`src/rtl/mr_pkg.sv`:
```
// Shared types for the retire unit: instruction ID, per-ID completion entry and FSM states.
// Default sizing macros are supplied here when the surrounding codebase does not define them.
`ifndef RETQUEUE_SIZE
`define RETQUEUE_SIZE 8
`endif
`ifndef INSTID_BITS
`define INSTID_BITS 3
`endif
`ifndef IMAXLEN
`define IMAXLEN 32
`endif
`ifndef XLEN
`define XLEN 32
`endif

package mr_pkg;
  localparam int MR_IDW = `INSTID_BITS;
  localparam int MR_DW  = `XLEN;

  typedef logic [MR_IDW-1:0] inst_id_t;

  typedef struct packed {
    logic [4:0]       rd;
    logic [MR_DW-1:0] data;
    logic             exc;
  } ret_entry_t;

  typedef enum logic {
    ST_RUN   = 1'b0,
    ST_FLUSH = 1'b1
  } ret_state_t;
endpackage

```
`src/rtl/mr_id_fifo.sv`:
```
// In-order age FIFO of instruction IDs; push and pop may coincide even when full.
module mr_id_fifo
  import mr_pkg::*;
#(
  parameter int DEPTH = 8,
  parameter int IDW   = 3
) (
  input  logic           clk,
  input  logic           rst,
  input  logic           push,
  input  logic [IDW-1:0] push_id,
  input  logic           pop,
  input  logic           clear,
  output logic [IDW-1:0] head,
  output logic           full,
  output logic           empty,
  output logic [IDW:0]   count
);

  logic [IDW-1:0] r_mem [DEPTH];
  logic [IDW-1:0] r_head;
  logic [IDW-1:0] r_tail;
  logic [IDW:0]   r_count;
  logic           w_push;
  logic           w_pop;

  assign w_pop  = pop && !empty;
  assign w_push = push && (!full || w_pop);

  // Pointers wrap naturally because DEPTH is exactly 2**IDW.
  always_ff @(posedge clk) begin
    if (rst || clear) begin
      r_head  <= '0;
      r_tail  <= '0;
      r_count <= '0;
    end else begin
      if (w_push) r_tail <= r_tail + 1'b1;
      if (w_pop)  r_head <= r_head + 1'b1;
      r_count <= r_count + (IDW+1)'(w_push) - (IDW+1)'(w_pop);
    end
  end

  always_ff @(posedge clk) begin
    if (w_push) r_mem[r_tail] <= push_id;
  end

  assign head  = r_mem[r_head];
  assign full  = (r_count == (IDW+1)'(DEPTH));
  assign empty = (r_count == '0);
  assign count = r_count;

endmodule

```
`src/rtl/mr_retire.sv`:
```
// In-order retire stage: tracks allocated IDs by age, collects completions, retires the head.
// Optional precise-exception flush is built when MR_RETIRE_EXC_EN is defined.
`ifndef RETQUEUE_SIZE
`define RETQUEUE_SIZE 8
`endif
`ifndef INSTID_BITS
`define INSTID_BITS 3
`endif
`ifndef IMAXLEN
`define IMAXLEN 32
`endif
`ifndef XLEN
`define XLEN 32
`endif

module mr_retire
  import mr_pkg::*;
#(
  parameter int DEPTH = `RETQUEUE_SIZE,
  parameter int IDW   = `INSTID_BITS,
  parameter int PCW   = `IMAXLEN,
  parameter int DW    = `XLEN
) (
  input  logic           clk,
  input  logic           rst,
  input  logic           alloc_valid,
  input  logic [IDW-1:0] alloc_id,
  input  logic [PCW-1:0] alloc_pc,
  input  logic           cmpl_valid,
  input  logic [IDW-1:0] cmpl_id,
  input  logic [4:0]     cmpl_rd,
  input  logic [DW-1:0]  cmpl_data,
  input  logic           cmpl_exc,
  output logic           free_valid,
  output logic [IDW-1:0] free_id,
  output logic [PCW-1:0] retire_pc,
  output logic           rf_we,
  output logic [4:0]     rf_rd,
  output logic [DW-1:0]  rf_wdata,
`ifdef MR_RETIRE_EXC_EN
  output logic           flush,
  output logic [PCW-1:0] flush_pc,
`endif
  output logic           busy,
  output logic [31:0]    retired_count
);

  logic [PCW-1:0] r_pc  [DEPTH];
  ret_entry_t     r_ent [DEPTH];
  logic [DEPTH-1:0] r_valid;
  logic [DEPTH-1:0] r_done;
  logic [31:0]      r_retired;

  logic [IDW-1:0] w_head_id;
  logic           w_full;
  logic           w_empty;
  logic [IDW:0]   w_count;
  ret_entry_t     w_head_ent;
  logic [PCW-1:0] w_head_pc;
  logic           w_head_done;
  logic           w_run;
  logic           w_retire;
  logic           w_flush_clr;
  logic           w_alloc_ok;
  logic           w_cmpl_ok;

  assign w_head_ent  = r_ent[w_head_id];
  assign w_head_pc   = r_pc[w_head_id];
  assign w_head_done = !w_empty && r_done[w_head_id];

`ifdef MR_RETIRE_EXC_EN
  ret_state_t r_state;
  ret_state_t w_state_next;
  logic       w_flush_go;

  always_ff @(posedge clk) begin
    if (rst) r_state <= ST_RUN;
    else     r_state <= w_state_next;
  end

  always_comb begin
    w_state_next = r_state;
    w_flush_go   = 1'b0;
    w_flush_clr  = 1'b0;
    case (r_state)
      ST_RUN: begin
        if (w_head_done && w_head_ent.exc) begin
          w_flush_go   = 1'b1;
          w_state_next = ST_FLUSH;
        end
      end
      ST_FLUSH: begin
        w_flush_clr  = 1'b1;
        w_state_next = ST_RUN;
      end
      default: w_state_next = ST_RUN;
    endcase
  end

  assign w_run    = (r_state == ST_RUN);
  assign w_retire = w_run && w_head_done && !w_head_ent.exc;
  assign flush    = w_flush_go;
  assign flush_pc = w_flush_go ? w_head_pc : '0;
`else
  logic w_unused_exc;

  // Faults are not tracked in this build; the stored exc bit is simply dropped.
  assign w_run        = 1'b1;
  assign w_flush_clr  = 1'b0;
  assign w_retire     = w_head_done;
  assign w_unused_exc = w_head_ent.exc;
`endif

  assign w_alloc_ok = alloc_valid && w_run && (!w_full || w_retire);
  assign w_cmpl_ok  = cmpl_valid && w_run && r_valid[cmpl_id] && !r_done[cmpl_id];

  mr_id_fifo #(
    .DEPTH(DEPTH),
    .IDW  (IDW)
  ) u_fifo (
    .clk    (clk),
    .rst    (rst),
    .push   (w_alloc_ok),
    .push_id(alloc_id),
    .pop    (w_retire),
    .clear  (w_flush_clr),
    .head   (w_head_id),
    .full   (w_full),
    .empty  (w_empty),
    .count  (w_count)
  );

  // Alloc is applied last so a freed ID reallocated in the retire cycle stays live.
  always_ff @(posedge clk) begin
    if (rst) begin
      r_valid   <= '0;
      r_done    <= '0;
      r_retired <= '0;
    end else if (w_flush_clr) begin
      r_valid <= '0;
      r_done  <= '0;
    end else begin
      if (w_retire) begin
        r_valid[w_head_id] <= 1'b0;
        r_done[w_head_id]  <= 1'b0;
        r_retired          <= r_retired + 32'd1;
      end
      if (w_cmpl_ok) r_done[cmpl_id] <= 1'b1;
      if (w_alloc_ok) begin
        r_valid[alloc_id] <= 1'b1;
        r_done[alloc_id]  <= 1'b0;
      end
    end
  end

  always_ff @(posedge clk) begin
    if (w_alloc_ok) r_pc[alloc_id] <= alloc_pc;
    if (w_cmpl_ok)  r_ent[cmpl_id] <= '{rd: cmpl_rd, data: cmpl_data, exc: cmpl_exc};
  end

  assign free_valid    = w_retire;
  assign free_id       = w_retire ? w_head_id : '0;
  assign retire_pc     = w_retire ? w_head_pc : '0;
  assign rf_we         = w_retire && (w_head_ent.rd != 5'd0);
  assign rf_rd         = w_retire ? w_head_ent.rd : 5'd0;
  assign rf_wdata      = w_retire ? w_head_ent.data : '0;
  assign busy          = (w_count != '0);
  assign retired_count = r_retired;

`ifndef SYNTHESIS
  always_ff @(posedge clk) begin
    if (!rst) begin
      a_alloc_full: assert (!(alloc_valid && w_run && w_full && !w_retire))
        else $warning("mr_retire: alloc while queue full");
`ifdef MR_RETIRE_EXC_EN
      a_alloc_flush: assert (!(alloc_valid && !w_run))
        else $warning("mr_retire: alloc during flush");
`endif
      a_cmpl_unknown: assert (!(cmpl_valid && !r_valid[cmpl_id]))
        else $warning("mr_retire: completion for ID not in queue");
      a_cmpl_twice: assert (!(cmpl_valid && r_valid[cmpl_id] && r_done[cmpl_id]))
        else $warning("mr_retire: second completion for done ID");
    end
  end
`endif

endmodule

```
`config.mk`:
```
export PLATFORM = sky130hd
export DESIGN_NAME = mr_retire
export DESIGN_NICKNAME = d
export VERILOG_FILES = /design/src/rtl/mr_pkg.sv /design/src/rtl/mr_id_fifo.sv /design/src/rtl/mr_retire.sv
export SDC_FILE = /design/constraint.sdc
export NUM_CORES = 1
export LEC_CHECK = 0
export CORE_UTILIZATION = 28
export DETAILED_ROUTE_END_ITERATION = 10
export GPL_TIMING_DRIVEN = 0
export PLACE_DENSITY = 0.44
export SLEW_MARGIN = 40
export SYNTH_ARGS = -nofsm -noshare
export SYNTH_HDL_FRONTEND = slang
export SYNTH_HIERARCHICAL = 1
export SYNTH_SLANG_ARGS = --single-unit
```
`constraint.sdc`:
```
create_clock -name clk -period 7.3 [get_ports clk]
set_clock_uncertainty 0.05 [all_clocks]
set_input_delay 0.73 -clock clk [delete_from_list [all_inputs] [get_ports clk]]
set_output_delay 0.73 -clock clk [all_outputs]
set_load 0.01 [all_outputs]
```
# After elaboration in Yosys (flattened, before gate mapping)
# Memory sizes are Yosys's and may differ from the RTL's. A register that Yosys moved wholly into a read port is not among the register bits.
# Index checks and enable logic that the tools add are counted.
totals:
  regBits: 58
  mem_bits_rw: 584
  in_bits: 80
  out_inout_bits: 107
  elab_cells: 78
  memories: 3
classes:
  addsub: 5
  order_cmp: 6
  n_eq_ne: 1
  mux: 32
  bitwise_logic: 7
  reduce_logical: 18
mem_list:
  columns: ["memory", "words", "word_bits", "rd", "rd_ports_with_merged_regs", "wr", "line", "source"]
  rows:
  - ["r_ent", 8, 38, 1, 0, 1, "mr_retire.sv:49", "ret_entry_t r_ent [DEPTH];"]
  - ["r_pc", 8, 32, 1, 0, 1, "mr_retire.sv:48", "logic [PCW-1:0] r_pc [DEPTH];"]
  - ["u_fifo.r_mem", 8, 3, 1, 1, 1, "mr_id_fifo.sv:20", "logic [IDW-1:0] r_mem [DEPTH];"]
op_table:
  columns: ["operator", "n"]
  rows:
  - ["2-to-1 mux 32 bit", 2]
  - ["2-to-1 mux 8 bit", 8]
  - ["adder 32 x 1 -> 32 bit (second input constant)", 1]
  - ["AND 8 bit", 3]
  - ["inverter 8 bit", 2]
  - ["bitwise OR 8 bit", 2]
  - ["less-than comparator 3 x 4 -> 1 bit (second input constant)", 3]
  - ["2-to-1 mux 1 bit", 12]
  - ["logical AND 1 bit", 10]
  - ["binary-select mux 1 bit (select 3 bit)", 3]
  - ["demux 1 bit (select 3 bit)", 3]
  - ["greater-or-equal comparator 3 x 1 -> 1 bit (second input constant)", 3]
  - ["2-to-1 mux 3 bit", 3]
  - ["adder 3 x 1 -> 3 bit (second input constant)", 2]
  - ["2-to-1 mux 5 bit", 1]
  - ["nonzero test 5 bit", 1]
  - ["adder 4 x 1 -> 4 bit", 1]
  - ["equality test 4 bit (second input constant)", 1]
  - ["logical NOT 4 bit", 1]
  - ["nonzero test 4 bit", 1]
  - ["subtractor 4 x 1 -> 4 bit", 1]
  - ["logical NOT 1 bit", 3]
  - ["logical OR 1 bit", 2]

# Depth between registers and ports, before layout
# Gate-level depths: netlist (run 1).
logic_depth:
  ltp_word: 13
  mapped_depth: 18
  depth_no_buf: 15

# Modules after synthesis
# The synthesis (run 1) kept the hierarchy.
modules_own_cells:
  columns: ["module", "n_inst", "cells_each", "area_per_inst_um2", "seq_area_each_um2"]
  rows:
  - ["mr_retire", 1, 1535, 23877.9, 17536.8]
  - ["mr_id_fifo", 1, 118, 1637.8, 980.9]

# Least setup slack after synthesis (run 1)
# No wires, ideal clock.
synth_path:
  kind: "flip-flop to flip-flop"
  from: "reg (tool-made name)"
  to: "mem r_pc[7][0] (netlist name), enable pin"
  setup_time_ps: 599
  t_arrival_ps: 7321
  required_time_ps: 6651
  setup_slack_ps: -670
  path_stages_with_launch: 9
  n_path_buf: 2
  period_less_slack_ps: 7970
  cell_sequence: "dfxtp_1 buf_6 mux4_1 mux2_2 buf_4 mux2i_1 a211oi_2 o31ai_4 a2111oi_0"
synth_rtl:
  columns: ["element", "line"]
  rows:
  - ["end, declared", "mr_retire.sv:48"]

==> results by group, run 1 <==
Drt
  • Routed Wire Length: 81800 µm
  • Max layer used: met5
  • Total number of vias: 15.94k
  • First-pass DRT Iterations: 5
  • Starting DRT DRC Count: 1374
  • Avg Vias per Cell: 4.990
  • DRC viols: 0
  • Routed WL per cell: 25.60 µm
  • Detail Route Antenna Nets: 0
  • Met2 WL: 38060 µm
  • DR WL met3: 5002 µm
  • Routed length on met1: 36800 µm

Floorplanning
  • Die Span Y: 303.9 µm
  • Initial Utilization: 0.2830
  • Die area: 92340 µm²
  • Total I/O pin count: 187
  • Core area: 90150 µm²
  • FP Rows: 110
  • Die width: 303.9 µm

Setup path
  • CP required: 6520 ps
  • Largest stage delay on the critical path: 680 ps
  • Critical Path AT: 5290 ps
  • Slowest-stage cell, CP: clkdlybuf4s50_1
  • CP Max Fanout: 10
  • Crit-path cells: buf_6 > mux4_1 > mux2_2 > clkbuf_1 > buf_2 > nand2_1 > clkbuf_1 > o22ai_1 > a211oi_1 > clkdlybuf4s50_1
  • Crit Path Category: flip-flop to output port
  • Critical path capture point type: output port
  • CP dominant cell by count: clkbuf_1
  • Buffers & Inverters on Critical Path: 5
  • Worst Setup Start Kind: flip-flop
  • Cell family with most CP delay: buffers and inverters

Yosys
  • Main synth FF type: edfxtp_1
  • Largest area contributor in the netlist: edfxtp_1
  • Yosys reg bits: 637
  • Post-synth ARST share: 0
  • EDFF count, synth: 576
  • Post-Synthesis Cells: 1653
  • Top cells by count, synth: edfxtp_1 (576), nor2_1 (133), a21oi_1 (120)
  • Synthesized area: 25520 µm²
  • Yosys top cell area share: 0.6779
  • Avg Cell Area, Syn: 15.44 µm²
  • Most common cell in the synthesized netlist: edfxtp_1
  • Synth top area cells: edfxtp_1 (68%), dfxtp_1 (4.8%), mux2i_1 (4.3%), a21oi_1 (2.4%), mux2_2 (2.1%)
  • Syn. warnings: 6
  • Register area share after synthesis: 0.7257
  • Cell variety after synth: 74

Clocking
  • Root buffer cell: clkbuf_16
  • CTS clk-pin slew, worst paths: 60 ps
  • Cts repair resizes: 0
  • CTS Hold Buffers Added: 0
  • Htree depth: 3
  • CTS Sinks: 637
  • Postcts setup bufs: 0
  • Worst skew pair latency: 620 ps
  • Number of CTS-inserted buffers: 72
  • CTS tree: done
  • Longest Clk Path Bufs: 3

Cells and area
  • Filler Cells Inserted: 8566
  • Final Util: 0.3542
  • Inserted Diodes: 0
  • Layout cells sized above 1: 0.1471
  • P&R area growth vs syn: 25.14%
  • Final nets: 2053

Min path
  • Hold Crit Class: flip-flop to flip-flop

Global routing
  • Initial antenna violation count: 8
  • Largest net degree at the start of global routing: 25
  • First-pass GRT wire length: 116000 µm
  • Vias in the first global route: 15.94k
  • GRT Resource Usage Total: 0.1748
  • GRT overflow: 0

Timing
  • Worst slew pin tran: 869.9 ps
  • Final Hold Violating Endpoints: 0
  • Min cycle time layout: 6069 ps
  • Unrepaired setup endpoints after global routing: no
  • Max-slew violations: 0
  • Final period util: 0.8313
  • Max Fclk: 164.8 MHz
  • Max-Slew Margin vs Limit: 0.4201
  • Setup violators final: 0

Placement
  • Global placement routability congestion: 0.7868
  • HPWL Detailed: 56600 µm
  • Port Buf Inserts: 184

Power and ir drop
  • LEAKAGE: 10.40 nW
  • Pwr Density: 259.0 nW/µm²
  • Pwr Total: 8.270 mW
  • Peak supply drop: 0.1426 mV

Flow run
  • Max Cap Viol: 0

Status
  • Status: complete, no violations
-- sequential cells by signal (all words and copies together), names as in the netlist, named ones only --
register,flops
u_fifo/r_mem,24
u_fifo/count,4
u_fifo/r_tail,3
retired_count,32
r_done,8
u_fifo/r_head,3
r_valid,8
r_pc,256
r_ent,296
-- layout make-up --
class / count / area (µm²) / share of cell area
multi-input combinational: 898 / 6573 / 0.2058
inverter: 23 / 91.34 / 0.002861
tap: 1176 / 1471 / 0.04608
buffer: 99 / 465.4 / 0.01458
clock buffer: 90 / 1891 / 0.05921
sequential: 637 / 18520 / 0.5799
clock inverter: 39 / 470.5 / 0.01473
timing repair buffer: 233 / 2451 / 0.07676
-- per-layer routing --
metal | GRT usage | up-vias
met5 | 0 | -
met4 | 0.05064 | 14
met3 | 0.03594 | 117
met2 | 0.2785 | 505
met1 | 0.2401 | 8127
li1 | - | 7180
-- final timing paths --
path | from | end | slack, ps | cells after the start
max reg2reg | flip-flop | u_fifo/count[2]$_SDFF_PP0_ | 2150 | 18
max | flip-flop | retire_pc[22] | 1230 | 10
min reg2reg | u_fifo/r_head[2]$_SDFFE_PP0N_ | flip-flop | 440 | 2
min | u_fifo/r_head[2]$_SDFFE_PP0N_ | flip-flop | 440 | 2
-- cells in the final DEF (no fill, tap or decap), drive strengths merged, types with 13 or more instances in the layout --
cell type,count
a21oi,121
or4,19
o21ai,25
nand2,52
nor2,133
a211oi,53
o31ai,20
edfxtp,576
a22o,13
dfxtp,61
inv,26
o22a,19
nor3,31
clkdlybuf4s50,184
or3,15
mux2i,109
clkbuf,145
nand3,15
o22ai,60
mux4,26
clkinv,24
mux2,47
buf,87
-- cells by family after synthesis --
family,share of synthesized area
flops,0.7257
compound gates,0.09744
simple gates,0.06228
mux,0.08733
buf+inv,0.02099
fa+ha+maj,0.004708
xor+xnor,0.001373
other cells,0.0001470
-- where the power goes --
part | leakage (nW) | switching (mW) | total, mW | internal, mW
sequential | 5.70 | 0.0104 | 4.03 | 4.02
combinational | 3.57 | 0.385 | 0.589 | 0.204
clock | 1.14 | 1.49 | 3.65 | 2.17
-- stage by stage --
step,instances,setup slack (ps),TNS [ps],hold WS (ps),area (µm²)
floorplan,1657,917.8,0,390.0,25530
global placement,3017,-4728,-345730,417.4,28850
detailed placement,3066,1920,0,435.7,29570
CTS,3195,1222,0,450.4,31930
global route,3195,1078,0,475.7,31930
finish,3195,1231,0,441.5,31930
-- worst min-delay path, stage by stage (launching register included) --
cell and delay [ps]:
dfxtp_1 310, o31ai_1 60, a21oi_1 70
No activity file was read; power rests on OpenSTA's default activity.
==> run 2, diff against run 1 <==
--- a/config.mk
+++ b/config.mk
@@ -8,7 +8,7 @@
 export CORE_UTILIZATION = 28
 export DETAILED_ROUTE_END_ITERATION = 10
 export GPL_TIMING_DRIVEN = 0
-export PLACE_DENSITY = 0.44
+export PLACE_DENSITY = 0.42
 export SLEW_MARGIN = 40
 export SYNTH_ARGS = -nofsm -noshare
 export SYNTH_HDL_FRONTEND = slang
==> constraint.sdc (replaced) <==
create_clock -name clk -period 6.2 [get_ports clk]
set_clock_uncertainty 0.05 [all_clocks]
set_input_delay 0.62 -clock clk [delete_from_list [all_inputs] [get_ports clk]]
set_output_delay 0.62 -clock clk [all_outputs]
set_load 0.01 [all_outputs]
==> run 2 against run 1 <==
Via count fell by 0.19%. Die area did not move. Sequential share of layout area fell by 0.098 points. Cell area rose by 0.17%. Global-route usage rose by 0.28 points. First-iteration DRC count fell by 16%. Sequential power rose by 18%. Core utilization rose by 0.060 points.
==> results by group, run 2 (synthesis results as in run 1) <==
Cells and area
  • P&R area growth vs syn: 25.35%
  • Multi-input gate area: 6596 µm² (+0.36%)
  • Layout cells sized above 1: 0.1489 (+0.001760)
  • Max FFs per register: 296 (unchanged)
  • Filler Cells Inserted: 8567 (+0.012%)
  • Register area: 18520 µm² (unchanged)
  • Commonest non-fill, non-tap cell in the layout: edfxtp_1
  • Largest Register: r_ent
  • Commonest cells after routing, fill and taps aside: edfxtp_1 (576), clkdlybuf4s50_1 (184), nor2_1 (130)
  • Final Non-Filler Cells: 3199 (+0.13%)
  • Fin area: 31980 µm² (+0.17%)
  • Final nets: 2050 (-0.15%)

Global routing
  • First-pass GRT wire length: 117300 µm (+1.1%)
  • GRT overflow: 0 (unchanged)
  • Vias in the first global route: 15.98k (+0.23%)
  • GRT Resource Usage Total: 0.1776 (+0.002763)
  • Largest net degree at the start of global routing: 28 (+12%)
  • Initial antenna violation count: 11 (+3)

Clocking
  • Postcts setup bufs: 0 (unchanged)
  • Htree depth: 3 (unchanged)
  • Worst skew pair latency: 620 ps (about the same)
  • CTS Sinks: 637 (unchanged)
  • CTS tree: done
  • CTS Hold Buffers Added: 0 (unchanged)
  • CTS clk-pin slew, worst paths: 60 ps (about the same)
  • Root buffer cell: clkbuf_16
  • Cts repair resizes: 0 (unchanged)
  • Longest Clk Path Bufs: 3 (unchanged)
  • Number of CTS-inserted buffers: 76 (+5.6%)

Power and ir drop
  • LEAKAGE: 10.42 nW (+0.23%)
  • Pwr Density: 305.2 nW/µm² (+18%)
  • Peak supply drop: 0.1819 mV (+28%)

Drt
  • Routed Wire Length: 82750 µm (+1.2%)
  • Avg Vias per Cell: 4.974 (-0.32%)
  • Max layer used: met5
  • Routed length on met1: 36620 µm (-0.48%)
  • DRC viols: 0 (unchanged)
  • Starting DRT DRC Count: 1159 (-16%)
  • Detail Route Antenna Nets: 0 (unchanged)
  • Met2 WL: 39170 µm (+2.9%)
  • First-pass DRT Iterations: 5 (unchanged)
  • Routed WL per cell: 25.87 µm (+1.0%)
  • Total number of vias: 15.91k (-0.19%)
  • DR WL met3: 4692 µm (-6.2%)

Setup path
  • Crit path depth: 10 (unchanged)
  • CP Max Fanout: 10 (unchanged)
  • Worst Setup Start Kind: flip-flop
  • Cell family with most CP delay: buffers and inverters
  • Buffers & Inverters on Critical Path: 6 (+1)
  • Critical Path AT: 5330 ps (+40 ps)
  • CP required: 5530 ps (-990 ps)
  • Crit-path cells: buf_6 > mux4_1 > mux2_2 > clkbuf_1 > clkbuf_1 > buf_2 > clkbuf_1 > nor2_1 > nor3_1 > clkdlybuf4s50_1
  • Reg2reg setup slack: 990 ps (-1160 ps)
  • Crit Path Category: flip-flop to output port
  • Capture point of the worst reg-to-reg path: u_fifo/count[2]$_SDFF_PP0_
  • Worst Reg-to-Reg Cells: 18 (unchanged)
  • Slowest-stage cell, CP: clkbuf_1
  • CP dominant cell by count: clkbuf_1
  • Largest stage delay on the critical path: 680 ps (about the same)
  • Critical path capture point type: output port

Timing
  • Max-slew violations: 0 (unchanged)
  • Max Fclk: 166.7 MHz
  • Post-route setup slack: 202.9 ps (-1028 ps)
  • Setup violators final: 0 (unchanged)
  • Final period util: 0.9673
  • Min cycle time layout: 5997 ps
  • Worst slew pin tran: 897.2 ps (+27.34 ps)
  • Final Hold Violating Endpoints: 0 (unchanged)
  • Unrepaired setup endpoints after global routing: no
  • TNS Setup: 0 ps (unchanged)
  • Max-Slew Margin vs Limit: 0.4019 (-0.01822)

Placement
  • Post-DP Area: 29540 µm² (about the same)
  • Setup WS pre-CTS: 860.0 ps (-1060 ps)
  • Port Buf Inserts: 184 (unchanged)
  • Global placement routability congestion: 0.7951 (+1.1%)
  • Placed cells: 3058 (-0.26%)
  • HPWL Detailed: 57060 µm (+0.80%)

Floorplanning
  • Total I/O pin count: 187 (unchanged)
  • Core area: 90150 µm² (unchanged)
  • Initial Utilization: 0.2830 (unchanged)
  • Die area: 92340 µm² (unchanged)
  • FP Rows: 110 (unchanged)
  • Die width: 303.9 µm (unchanged)
  • Die Span Y: 303.9 µm (unchanged)

Min path
  • WHS Path Cells: 2 (unchanged)
  • Hold_sp: r_valid[7]$_SDFF_PP0_
  • Hold Crit Class: flip-flop to flip-flop
  • Hold EP: r_valid[7]$_SDFF_PP0_

Status
  • Status: complete, no violations

Flow run
  • Max Cap Viol: 0 (unchanged)
==> run 2: stage by stage <==
step | util | power [mW] | hold slack, ps
floorplan | - | 5.176 | 390.0
global placement | 0.3200 | 5.510 | 428.5
detailed placement | 0.3277 | 5.535 | 426.2
CTS | 0.3545 | 9.873 | 443.5
global route | 0.3548 | 10.07 | 471.1
finish | 0.3548 | 9.763 | 440.4
==> run 2: worst reg2reg max path, delay by kind of cell, from the launching register on <==
kind / cells / cell delay, ps
AO/OA/AOI/OAI: 3 / 1020
XOR/XNOR: 1 / 160
adder cells (fa/ha/maj): 2 / 530
buffers and inverters: 6 / 1200
flip-flops: 1 / 340
multiplexers: 3 / 1180
AND/OR/NAND/NOR: 3 / 610
==> run 2: cell type report <==
cell class                 count  area share
clock buffer                 101     0.06372
clock inverter                38     0.01201
tap                         1176     0.04600
timing repair buffer         226     0.07534
inverter                      23    0.002856
sequential                   637      0.5790
multi-input combinational    898      0.2062
buffer                        99     0.01479
antenna                        1  0.00007824
==> run 2: metal layers <==
layer | GRT usage | up-vias
met5 | 0 | -
met1 | 0.2363 | 8109
met2 | 0.2883 | 474
li1 | - | 7179
met4 | 0.05230 | 16
met3 | 0.04046 | 134
==> run 2: how the worst max path moves through the flow <==
stage,startpoint,end,slack (ps)
after floorplan,flip-flop,r_pc[3][0]$_DFFE_PP_,860
after global placement,flip-flop,r_pc[2][31]$_DFFE_PP_,-3410
after detailed placement,flip-flop,retire_pc[27],860
after CTS,flip-flop,retire_pc[27],150
after global routing,flip-flop,retire_pc[27],40
final,flip-flop,retire_pc[3],200
==> run 2: power by group <==
part	total [mW]	internal, mW	switching [mW]
clock	4.32	2.54	1.79
sequential	4.74	4.73	0.0124
combinational	0.699	0.240	0.459
==> run 3, diff against run 2 <==
--- a/config.mk
+++ b/config.mk
@@ -8,7 +8,7 @@
 export CORE_UTILIZATION = 28
 export DETAILED_ROUTE_END_ITERATION = 10
 export GPL_TIMING_DRIVEN = 0
-export PLACE_DENSITY = 0.42
+export PLACE_DENSITY = 0.44
 export SLEW_MARGIN = 40
 export SYNTH_ARGS = -nofsm -noshare
 export SYNTH_HDL_FRONTEND = slang
==> constraint.sdc (replaced) <==
create_clock -name clk -period 5.1 [get_ports clk]
set_clock_uncertainty 0.05 [all_clocks]
set_input_delay 0.51 -clock clk [delete_from_list [all_inputs] [get_ports clk]]
set_output_delay 0.51 -clock clk [all_outputs]
set_load 0.01 [all_outputs]
==> run 3 against run 2 <==
Via count grew 0.28%. Count of clock-buffer cells in the layout decreased by 14. Cell count shrank 0.13%. Non-clock buffer count is 1 lower. First-iteration DRC count up 19%. Cell area is 1.2% higher. Highest routed layer unchanged. Worst hold slack worse by 5.1 ps. Total power rose by 21%. Flip-flop and latch count stayed put.
==> results by group, run 3 (synthesis results as in run 1) <==
Setup path
  • CP Max Fanout: 10 (unchanged)
  • CP required: 4540 ps (-990 ps)
  • Setup crit end: retire_pc[18]
  • Reg2reg setup slack: 270 ps (-720 ps)
  • Crit Path Category: flip-flop to output port
  • Capture point of the worst reg-to-reg path: u_fifo/count[2]$_SDFF_PP0_
  • Critical path capture point type: output port
  • Worst Setup Start Kind: flip-flop
  • Critical Path AT: 4460 ps (-870 ps)
  • Worst Reg-to-Reg Cells: 18 (unchanged)

Min path
  • Hold Crit Class: flip-flop to flip-flop

Floorplanning
  • Initial Utilization: 0.2830 (unchanged)
  • FP Rows: 110 (unchanged)
  • Die area: 92340 µm² (unchanged)
  • Core area: 90150 µm² (unchanged)
  • Die width: 303.9 µm (unchanged)
  • Total I/O pin count: 187 (unchanged)
  • Die Span Y: 303.9 µm (unchanged)

Timing
  • Worst slew pin tran: 802.2 ps (-94.96 ps)
  • Max-Slew Margin vs Limit: 0.4652 (+0.06331)
  • Setup violators final: 0 (unchanged)
  • Unrepaired setup endpoints after global routing: yes
  • TNS Setup: 0 ps (unchanged)
  • Final period util: 0.9843
  • Max Fclk: 199.2 MHz
  • Max-slew violations: 0 (unchanged)
  • Final Hold Violating Endpoints: 0 (unchanged)
  • Min cycle time layout: 5020 ps

Cells and area
  • Largest Register: r_ent
  • Final Non-Filler Cells: 3195 (-0.13%)
  • Commonest cells after routing, fill and taps aside: edfxtp_1 (576), clkdlybuf4s50_1 (170), nor2_1 (124)
  • Final nets: 2047 (-0.15%)
  • Layout cells sized above 1: 0.1820 (+0.03318)
  • P&R area growth vs syn: 26.83%
  • Register area: 18520 µm² (unchanged)
  • Max FFs per register: 296 (unchanged)
  • Commonest non-fill, non-tap cell in the layout: edfxtp_1
  • Multi-input gate area: 6897 µm² (+4.6%)
  • Filler Cells Inserted: 8564 (-0.035%)

Clocking
  • CTS tree: done
  • Worst skew pair latency: 630 ps (about the same)
  • Longest Clk Path Bufs: 3 (unchanged)
  • CTS Sinks: 637 (unchanged)
  • Htree depth: 3 (unchanged)
  • Number of CTS-inserted buffers: 74 (-2.6%)
  • Root buffer cell: clkbuf_16
  • CTS clk-pin slew, worst paths: 50 ps (about the same)

Placement
  • Placed cells: 3057 (-0.033%)
  • Port Buf Inserts: 184 (unchanged)
  • Global placement routability congestion: 0.8066 (+1.4%)
  • HPWL Detailed: 56470 µm (-1.0%)

Global routing
  • Vias in the first global route: 16.15k (+1.1%)
  • Initial antenna violation count: 11 (unchanged)
  • Busiest layer in global routing: met2
  • Largest net degree at the start of global routing: 24 (-14%)
  • Grt met3 use: 0.03628 (-0.004179)
  • GRT overflow: 0 (unchanged)
  • GRT Resource Usage Total: 0.1763 (-0.001266)
  • First-pass GRT wire length: 117200 µm (-0.11%)
  • Grt met1 use: 0.2354 (-0.0008329)
  • Met2 Use GR: 0.2881 (about the same)

Drt
  • Total number of vias: 15.96k (+0.28%)
  • First-pass DRT Iterations: 5 (unchanged)
  • Detail Route Antenna Nets: 0 (unchanged)
  • Starting DRT DRC Count: 1384 (+19%)
  • DRC viols: 0 (unchanged)
  • Routed WL per cell: 25.74 µm (-0.50%)
  • Routed Wire Length: 82230 µm (-0.63%)
  • Avg Vias per Cell: 4.994 (+0.41%)

Flow run
  • Max Cap Viol: 0 (unchanged)

Power and ir drop
  • Peak supply drop: 0.2161 mV (+19%)
  • Pwr Density: 364.5 nW/µm² (+19%)
  • LEAKAGE: 10.67 nW (+2.4%)

Status
  • Status: complete, no violations
run 3: changes by cell type in the layout (fill, tap and decap cells not counted), sizes merged:
cell and delta:
dlygate4sd2 +8, clkinv +5, bufinv -1, buf -3
inv +4, clkbuf -12, diode +2, dlymetal6s2s +6
clkdlybuf4s50 -14, clkinvlp +1
run 3: cell type report:
cell class / instances / share of cell area
tap: 1176 / 0.04547
timing repair buffer: 227 / 0.07535
multi-input combinational: 898 / 0.2131
clock buffer: 87 / 0.05873
inverter: 23 / 0.002822
antenna: 3 / 0.0002320
clock inverter: 47 / 0.01392
buffer: 97 / 0.01817
sequential: 637 / 0.5722
run 3: report_power, final:
group          switching, mW  internal [mW]  total [mW]  leakage [nW]
sequential            0.0153           5.75        5.76          5.70
clock                   2.23           2.91        5.14          1.15
combinational          0.578          0.309       0.887          3.83
total                   2.82           8.97        11.8          10.7
run 3: timing repair:
action                                  4_1_cts  5_1_grt
endpoints found under the setup margin       77       50
gates cloned                                  0        0
hold buffers                                  0        0
pin swaps                                    10        5
resized for setup                            99       39
buffers inserted                              3        0
run 3: worst max-delay path, cell delays in order, from the launching register on:
cell and delay (ps):
dfxtp_1 320, buf_6 140, mux4_1 590, mux2_2 300, buf_4 180, nand3b_1 250
a21oi_4 320, o31ai_4 140, clkbuf_2 410, a2111oi_2 520, clkdlybuf4s50_1 640
run 3: routing by layer:
metal,wire (µm),share of wire
met1,36500,0.44
met2,38920,0.47
met3,4678,0.057
met4,2030,0.025
met5,100,0.0012
run 3: how the worst min path moves through the flow:
| stage | startpoint | end | slack [ps] | depth (start not counted) |
|---|---|---|---|---|
| global placement | retired_count[15]$_SDFFE_PP0P_ | retired_count[15]$_SDFFE_PP0P_ | 420 | 2 |
| finish | u_fifo/r_head[2]$_SDFFE_PP0N_ | u_fifo/r_head[2]$_SDFFE_PP0N_ | 440 | 2 |
| floorplan | r_valid[7]$_SDFF_PP0_ | r_valid[7]$_SDFF_PP0_ | 390 | 2 |
| CTS | r_valid[7]$_SDFF_PP0_ | r_valid[7]$_SDFF_PP0_ | 430 | 2 |
| global route | r_valid[7]$_SDFF_PP0_ | r_valid[7]$_SDFF_PP0_ | 460 | 2 |
| detailed placement | r_valid[7]$_SDFF_PP0_ | r_valid[7]$_SDFF_PP0_ | 430 | 2 |
run 3: stage by stage:
step / hold slack [ps] / power [mW] / area (µm²) / worst slack [ps] / util
after floorplan: 390.0 / 6.292 / 25540 / -244.1 / -
after global placement: 421.1 / 6.693 / 28860 / -4255 / 0.3201
after detailed placement: 425.4 / 6.726 / 29550 / -138.6 / 0.3278
after CTS: 433.2 / 11.91 / 32250 / -30.73 / 0.3577
after global routing: 456.2 / 12.17 / 32360 / -4.410 / 0.3589
final: 435.3 / 11.79 / 32360 / 80.14 / 0.3590
